$ cat src/rtl/metaball_pkg.sv
// Shared types and constants for the metaball frame scheduler.
//   fp_t          : signed Q16.15 fixed-point value
//   FP_ONE/FP_MAX : 1.0 and the largest positive Q16.15 value
//   sched_state_e : scheduler FSM states
//   int_to_fp()   : integer pixel coordinate to Q16.15
package metaball_pkg;

    typedef logic signed [31:0] fp_t;

    localparam int          FP_FRAC = 15;
    localparam logic [31:0] FP_ONE  = 32'h0000_8000;
    localparam logic [31:0] FP_MAX  = 32'h7FFF_FFFF;

    typedef enum logic [2:0] {
        IDLE  = 3'd0,
        ISSUE = 3'd1,
        WAIT  = 3'd2,
        ACCUM = 3'd3,
        EMIT  = 3'd4,
        MOVE  = 3'd5
    } sched_state_e;

    function automatic fp_t int_to_fp(input logic [31:0] col);
        return fp_t'(col << FP_FRAC);
    endfunction

endpackage

$ cat src/rtl/metaball_sched_raster_ctr.sv
// Raster column/row counter for the metaball scheduler.
//   i_clk, i_rst          : clock, async active-high reset
//   i_adv                 : step one pixel in raster order (wraps to (0,0) after the last)
//   i_clr                 : force position to (0,0); wins over i_adv
//   o_col, o_row          : current position
//   o_nxt_col, o_nxt_row  : position after this cycle (lets the parent register p_x/p_y
//                           in the same cycle the raster moves)
//   o_last                : current position is the last pixel of the frame
module raster_ctr #(
    parameter int H_RES = 64,
    parameter int V_RES = 48,
    localparam int CW = $clog2(H_RES),
    localparam int RW = $clog2(V_RES)
) (
    input  logic          i_clk,
    input  logic          i_rst,
    input  logic          i_adv,
    input  logic          i_clr,
    output logic [CW-1:0] o_col,
    output logic [RW-1:0] o_row,
    output logic [CW-1:0] o_nxt_col,
    output logic [RW-1:0] o_nxt_row,
    output logic          o_last
);

    logic [CW-1:0] r_col;
    logic [RW-1:0] r_row;
    logic          w_col_wrap;
    logic          w_row_wrap;

    assign w_col_wrap = (r_col == CW'(H_RES - 1));
    assign w_row_wrap = (r_row == RW'(V_RES - 1));
    assign o_last     = w_col_wrap && w_row_wrap;
    assign o_col      = r_col;
    assign o_row      = r_row;

    // Next raster position: clear, advance with line/frame wrap, or hold.
    always_comb begin
        o_nxt_col = r_col;
        o_nxt_row = r_row;
        if (i_clr) begin
            o_nxt_col = '0;
            o_nxt_row = '0;
        end else if (i_adv) begin
            if (w_col_wrap) begin
                o_nxt_col = '0;
                if (w_row_wrap) begin
                    o_nxt_row = '0;
                end else begin
                    o_nxt_row = r_row + 1'b1;
                end
            end else begin
                o_nxt_col = r_col + 1'b1;
                o_nxt_row = r_row;
            end
        end else begin
            o_nxt_col = r_col;
            o_nxt_row = r_row;
        end
    end

    // Position register.
    always_ff @(posedge i_clk or posedge i_rst) begin
        if (i_rst) begin
            r_col <= '0;
            r_row <= '0;
        end else begin
            r_col <= o_nxt_col;
            r_row <= o_nxt_row;
        end
    end

endmodule

$ cat src/rtl/metaball_sched.sv
// Frame-level scheduler for an array of metaball field evaluators.
// Walks the raster, broadcasts Q16.15 pixel coordinates with px_stb, waits for a
// rising ball_vld from every ball (or a timeout), sums the non-negative field values
// one ball per cycle, thresholds the saturated sum and offers the pixel on a
// valid/ready port. After the last pixel of a frame it pulses mov_en once.
//   clk, rst            : clock, async active-high reset
//   run                 : level enable for issuing new pixels
//   ball_vld, ball_out  : per-ball result valid and Q16.15 field value
//   px_stb, p_x, p_y    : evaluation start pulse and the pixel coordinates
//   mov_en              : end-of-frame position step pulse
//   pix_vld/pix_rdy     : output handshake; pix_on/pix_sum/pix_col/pix_row/sof payload
//   err                 : sticky WAIT timeout flag
module metaball_sched import metaball_pkg::*; #(
    parameter int          N_BALLS = 4,
    parameter int          H_RES   = 64,
    parameter int          V_RES   = 48,
    parameter logic [31:0] THRESH  = FP_ONE,
    parameter int          TIMEOUT = 1023
) (
    input  logic                       clk,
    input  logic                       rst,
    input  logic                       run,
    input  logic [N_BALLS-1:0]         ball_vld,
    input  logic [32*N_BALLS-1:0]      ball_out,
    output logic                       px_stb,
    output logic [31:0]                p_x,
    output logic [31:0]                p_y,
    output logic                       mov_en,
    output logic                       pix_vld,
    input  logic                       pix_rdy,
    output logic                       pix_on,
    output logic [31:0]                pix_sum,
    output logic [$clog2(H_RES)-1:0]   pix_col,
    output logic [$clog2(V_RES)-1:0]   pix_row,
    output logic                       sof,
    output logic                       err
);

    localparam int IW = (N_BALLS > 1) ? $clog2(N_BALLS) : 1;
    localparam int AW = 32 + IW;
    localparam int TW = $clog2(TIMEOUT + 1);
    localparam int CW = $clog2(H_RES);
    localparam int RW = $clog2(V_RES);

    sched_state_e  r_state;
    sched_state_e  w_next;
    logic [N_BALLS-1:0] r_done;
    logic [N_BALLS-1:0] r_vld_q;
    logic [TW-1:0] r_tmo;
    logic [IW-1:0] r_idx;
    logic [AW-1:0] r_acc;
    logic          r_px_stb, r_mov_en, r_pix_vld, r_pix_on, r_sof, r_err;
    logic [31:0]   r_p_x, r_p_y, r_pix_sum;
    logic [CW-1:0] r_pix_col;
    logic [RW-1:0] r_pix_row;

    logic [CW-1:0] w_col, w_nxt_col;
    logic [RW-1:0] w_row, w_nxt_row;
    logic          w_last, w_all_done, w_tmo_hit, w_idx_last;
    logic [31:0]   w_ball [N_BALLS];
    logic [31:0]   w_sel, w_add, w_sat;
    logic [AW-1:0] w_acc_nxt;

    raster_ctr #(.H_RES(H_RES), .V_RES(V_RES)) u_raster (
        .i_clk     (clk),
        .i_rst     (rst),
        .i_adv     ((r_state == EMIT) && pix_rdy),
        .i_clr     (r_state == MOVE),
        .o_col     (w_col),
        .o_row     (w_row),
        .o_nxt_col (w_nxt_col),
        .o_nxt_row (w_nxt_row),
        .o_last    (w_last)
    );

    assign w_all_done = &r_done;
    // The counter value plus the current cycle equals the number of WAIT cycles spent.
    assign w_tmo_hit  = (r_tmo == TW'(TIMEOUT - 1));
    assign w_idx_last = (r_idx == IW'(N_BALLS - 1));

    // Ball field values: unpack the bus; balls that never finished or went negative add 0.
    always_comb begin
        for (int i = 0; i < N_BALLS; i++) begin
            w_ball[i] = ball_out[32*i +: 32];
        end
        w_sel = w_ball[r_idx];
        if (r_done[r_idx] && !w_sel[31]) begin
            w_add = w_sel;
        end else begin
            w_add = 32'h0000_0000;
        end
        w_acc_nxt = r_acc + AW'(w_add);
        if (w_acc_nxt > AW'(FP_MAX)) begin
            w_sat = FP_MAX;
        end else begin
            w_sat = w_acc_nxt[31:0];
        end
    end

    // Next-state logic.
    always_comb begin
        w_next = r_state;
        case (r_state)
            IDLE: begin
                if (run) w_next = ISSUE;
                else     w_next = IDLE;
            end
            ISSUE: w_next = WAIT;
            WAIT: begin
                if (w_all_done || w_tmo_hit) w_next = ACCUM;
                else                         w_next = WAIT;
            end
            ACCUM: begin
                if (w_idx_last) w_next = EMIT;
                else            w_next = ACCUM;
            end
            EMIT: begin
                if (pix_rdy) begin
                    if (w_last)   w_next = MOVE;
                    else if (run) w_next = ISSUE;
                    else          w_next = IDLE;
                end else begin
                    w_next = EMIT;
                end
            end
            MOVE: begin
                if (run) w_next = ISSUE;
                else     w_next = IDLE;
            end
            default: w_next = IDLE;
        endcase
    end

    // State, datapath and output registers; strobes are registered from the next state.
    always_ff @(posedge clk or posedge rst) begin
        if (rst) begin
            r_state   <= IDLE;
            r_done    <= '0;
            r_vld_q   <= '0;
            r_tmo     <= '0;
            r_idx     <= '0;
            r_acc     <= '0;
            r_px_stb  <= 1'b0;
            r_mov_en  <= 1'b0;
            r_pix_vld <= 1'b0;
            r_pix_on  <= 1'b0;
            r_sof     <= 1'b0;
            r_err     <= 1'b0;
            r_p_x     <= 32'h0000_0000;
            r_p_y     <= 32'h0000_0000;
            r_pix_sum <= 32'h0000_0000;
            r_pix_col <= '0;
            r_pix_row <= '0;
        end else begin
            r_state   <= w_next;
            r_px_stb  <= (w_next == ISSUE);
            r_mov_en  <= (w_next == MOVE);
            r_pix_vld <= (w_next == EMIT);
            if (w_next == ISSUE) begin
                r_p_x <= int_to_fp(32'(w_nxt_col));
                r_p_y <= int_to_fp(32'(w_nxt_row));
            end
            case (r_state)
                ISSUE: begin
                    r_done  <= '0;
                    r_vld_q <= ball_vld;
                    r_tmo   <= '0;
                    r_acc   <= '0;
                    r_idx   <= '0;
                end
                WAIT: begin
                    // Only a fresh rising edge counts; a level left high from power-up does not.
                    r_vld_q <= ball_vld;
                    r_done  <= r_done | (ball_vld & ~r_vld_q);
                    r_tmo   <= r_tmo + 1'b1;
                    if (!w_all_done && w_tmo_hit) begin
                        r_err <= 1'b1;
                    end
                end
                ACCUM: begin
                    r_acc <= w_acc_nxt;
                    r_idx <= r_idx + 1'b1;
                    if (w_idx_last) begin
                        r_pix_sum <= w_sat;
                        r_pix_on  <= (w_sat >= THRESH);
                        r_pix_col <= w_col;
                        r_pix_row <= w_row;
                        r_sof     <= (w_col == '0) && (w_row == '0);
                    end
                end
                default: ;
            endcase
        end
    end

    assign px_stb  = r_px_stb;
    assign p_x     = r_p_x;
    assign p_y     = r_p_y;
    assign mov_en  = r_mov_en;
    assign pix_vld = r_pix_vld;
    assign pix_on  = r_pix_on;
    assign pix_sum = r_pix_sum;
    assign pix_col = r_pix_col;
    assign pix_row = r_pix_row;
    assign sof     = r_sof;
    assign err     = r_err;

endmodule

$ cat config.mk
export PLATFORM = sky130hd
export DESIGN_NAME = metaball_sched
export DESIGN_NICKNAME = d
export VERILOG_FILES = /design/src/rtl/metaball_pkg.sv /design/src/rtl/metaball_sched_raster_ctr.sv /design/src/rtl/metaball_sched.sv
export SDC_FILE = /design/constraint.sdc
export NUM_CORES = 1
export LEC_CHECK = 0
export CORE_ASPECT_RATIO = 2
export CORE_UTILIZATION = 42
export CTS_CLUSTER_DIAMETER = 150
export DETAILED_ROUTE_END_ITERATION = 8
export PLACE_DENSITY = 0.72
export SLEW_MARGIN = 20
export SYNTH_ARGS = -nofsm -noshare
export SYNTH_HDL_FRONTEND = slang
export SYNTH_HIERARCHICAL = 1
export SYNTH_SLANG_ARGS = --single-unit
$ cat constraint.sdc
create_clock -name clk -period 10.4 [get_ports clk]
set_input_delay 1.04 -clock clk [delete_from_list [all_inputs] [get_ports clk]]
set_output_delay 1.04 -clock clk [all_outputs]
set_load 0.01 [all_outputs]
==> reports/metrics.cfg <==
[status]
outcome = finished, final reports clean

[clock_tree]
cts_tree = built
cts_buffer_depth = 2
cts_root_buf = clkbuf_16
clk_pin_slew_ns = 0.06
cts_buffers = 17
cts_sinks = 131
post_cts_buffers = 0
htree_levels = 4
cts_hold_buffers = 0
clock_latency_ns = 0.41
cts-resized-gates = 0

[final_layout]
insertedDiodeCount = 0
layout.nets = 1241
drive_gt1_share_pct = 9.444
final_cells = 1342
area_growth_pct = 30.42

[detailed_routing]
detail_route.wl_per_cell_um = 18.98
drt-initial-drc-count = 295
via_per_inst = 5.587
dr.pass1.iters = 7
postRouteAntennaNets = 0
remaining_drc_errors = 0
maxUsedRoutingLayer = met4
wl_met1_mm = 8.211
route.met3.wl_um = 906
routed_wl_mm = 25.47
met2WireLength_mm = 15.28
vias = 7498

[synth]
yosys_warnings = 6
synthCells = 888
yosysUniqueCellTypes = 80
ys_ff_latch = 131
synth-async-reset-ratio_pct = 100.0
synth_edf_count = 0
avgSynthCellArea_um2 = 9.707
synthesis.area_mm2 = 0.008620
yosysSeqAreaShare_pct = 38.03
ys.flop_type = dfrtp_1

[placement]
post-place-ws_ns = 4.499
port_buffers = 197
place.detailed.hpwl_mm = 19.86
gp_congestion = 0.9013
place_inst = 1310

[sta]
fin_ws_ns = 4.976
rsz0062_at_grt = false
setup_viol = 0
max_clock_freq_mhz = 184.4
skew_ns = 0.009082
hold_violations = 0
drv_slew = 0
finalCritPeriodShare_pct = 52.15
min_period_ns = 5.424
tightest_slew_ns = 1.091
finalSetupTns_ns = 0
slew_headroom_pct = 27.25

[floorplanning]
dieArea_mm2 = 0.02113
fp.dieW_um = 103.3
core-area_mm2 = 0.02000
start_util_pct = 43.09
pin_count = 250
row_count = 73
dieHeight_um = 204.6

[grt]
antenna_found_initial = 0
grt_usage_pct = 24.83
grt_max_degree = 64
first_global_vias = 7557
grt_pass1_wl_mm = 39.05
gr-total-overflow = 0

[critical_path]
cp.arrival_ns = 5.71
r2r-start = r_idx[0]$_DFFE_PP0P_
path_max_fanout = 31
path_class = input port to flop
critPathLaunchType = input port
crit_required_ns = 10.69
setup.worst_path.end_class = flop
startpoint = ball_out[95]
reg2reg_depth = 16

[power]
leakage_uw = 0.004931
peakVddDrop_mv = 0.1398
powerDensity_mw_per_mm2 = 250.5

[hold_path]
hold_depth = 2
hold_path.class = flop to flop
hold_start = pix_row[3]$_DFFE_PP0P_

[job]
maxCapViolations = 0

## worst max-delay path, cell delays in order
cell and delay [ns]:
clkdlybuf4s50_1 0.46, nand2b_1 0.10, o221ai_1 0.13, o21ai_2 0.10
buf_4 0.34, nor2b_1 0.09, ha_1 0.22, fa_1 0.43
a211o_1 0.33, a211o_1 0.38, nand3_2 0.12, a31oi_4 0.11
o311a_2 0.38, o21ai_1 0.17, xnor2_1 0.11, or3_1 0.83
o22a_1 0.35
## synthesized netlist by cell type, types with 3 or more instances
cell type / number / area share, %
nand2b_1: 8 / 0.58
clkbuf_1: 33 / 1.4
and3_1: 5 / 0.36
and4_1: 4 / 0.41
inv_1: 25 / 1.1
o211ai_1: 9 / 0.78
dfrtp_1: 131 / 38
nor3_1: 12 / 0.70
nand3_1: 16 / 0.93
a22o_1: 27 / 2.7
buf_2: 9 / 0.52
o21a_1: 7 / 0.61
o31ai_1: 4 / 0.35
nor2b_1: 36 / 2.6
a211oi_1: 3 / 0.26
o221ai_1: 3 / 0.30
and2_1: 6 / 0.44
o21ai_1: 5 / 0.29
ha_1: 37 / 5.4
nor4_1: 7 / 0.51
mux2_2: 4 / 0.52
xor2_1: 16 / 1.6
nor2_1: 37 / 1.6
o21ai_0: 35 / 2.0
nor3b_1: 5 / 0.44
o21bai_1: 4 / 0.35
a21o_1: 9 / 0.78
o22a_1: 25 / 2.5
or3_1: 6 / 0.44
xnor2_1: 14 / 1.4
nand2_1: 129 / 5.6
a21oi_1: 43 / 2.5
or2_2: 3 / 0.22
mux4_2: 31 / 8.1
nand4_1: 16 / 1.2
a31oi_1: 8 / 0.58
buf_4: 54 / 4.7
nand3b_1: 4 / 0.35
## power by group
part	leakage, uW	total [uW]	internal, uW	switching, uW
combinational	0.00292	1430	636	790
sequential	0.00170	757	654	103
clock	0.000303	633	407	226
## layer usage
layer / track usage (%) / vias up
li1: - / 3496
met1: 23.42 / 3639
met2: 50.07 / 307
met3: 3.139 / 56
met4: 11.57 / 0
met5: 0 / -
## logic make-up (layout without fill, tap and decap cells)
| group | count (synthesis) | count (layout) | synth area share, % |
|---|---|---|---|
| other | 1 | 53 | 0.04351 |
| buffers and inverters | 124 | 264 | 7.897 |
| AO/OA/AOI/OAI | 221 | 221 | 18.75 |
| XOR/XNOR | 31 | 31 | 3.237 |
| flip-flops | 131 | 131 | 38.03 |
| adder cells (fa/ha/maj) | 38 | 38 | 5.603 |
| AND/OR/NAND/NOR | 305 | 305 | 17.58 |
| multiplexers | 37 | 37 | 8.855 |
## area by class of cell
cell class	count	area (um^2)
clock buffers	19	442.9
fillers	1794	8761
inverters	25	96.34
repair buffers	207	2047
well taps	262	327.8
clock inverters	13	181.4
flip-flops and latches	131	3279
multi-input cells	685	4867
## cells in the final DEF, fill, tap and decap left out, drive strengths merged, types with 5 or more instances in the layout
cell type / instances
a211oi: 5
nand3: 17
nor2: 37
nor2b: 36
nor3b: 5
nand2: 129
clkdlybuf4s50: 197
nor3: 13
o21ai: 40
a22o: 27
xor2: 17
and2: 6
dfrtp: 131
o31ai: 5
nand2b: 8
nor4: 7
clkbuf: 19
o22a: 25
nand4: 17
o21a: 7
a21o: 11
o211ai: 9
xnor2: 14
inv: 26
mux4: 31
a21oi: 44
and3: 5
or3: 6
buf: 10
conb: 53
a31oi: 9
ha: 37
clkinv: 6
## worst paths after layout
| check | to | slack, ns |
|---|---|---|
| max | pix_sum[25]$_DFFE_PP0P_ | 4.98 |
| min | pix_row[3]$_DFFE_PP0P_ | 0.47 |
| max reg2reg | pix_sum[25]$_DFFE_PP0P_ | 5.11 |
| min reg2reg | pix_row[3]$_DFFE_PP0P_ | 0.47 |
| max in group asynchronous | r_idx[0]$_DFFE_PP0P_ | 7.93 |
| min in group asynchronous | u_raster/o_col[2]$_DFF_PP0_ | 1.06 |
## metrics by stage
stage          area [um^2]  util (%)  hold WS [ns]  power, uW
3_5_place_dp         10620     53.08        0.4632       2187
4_1_cts              11240     56.20        0.4786       2831
2_1_floorplan         8815         -        0.4514       1684
3_3_place_gp         10620     53.08        0.4572       2168
5_1_grt              11240     56.20        0.4929       2982
6_report             11240     56.20        0.4703       2816
## flip-flops by register name (all words and copies together) (netlist names), 2 cells and up
name	cells
pix_col	6
p_y	6
r_state	3
r_acc	34
p_x	6
pix_sum	32
u_raster/o_col	6
u_raster/o_row	6
r_tmo	10
r_idx	2
r_done	4
r_vld_q	4
pix_row	6
No activity file was read; power rests on OpenSTA's default activity.
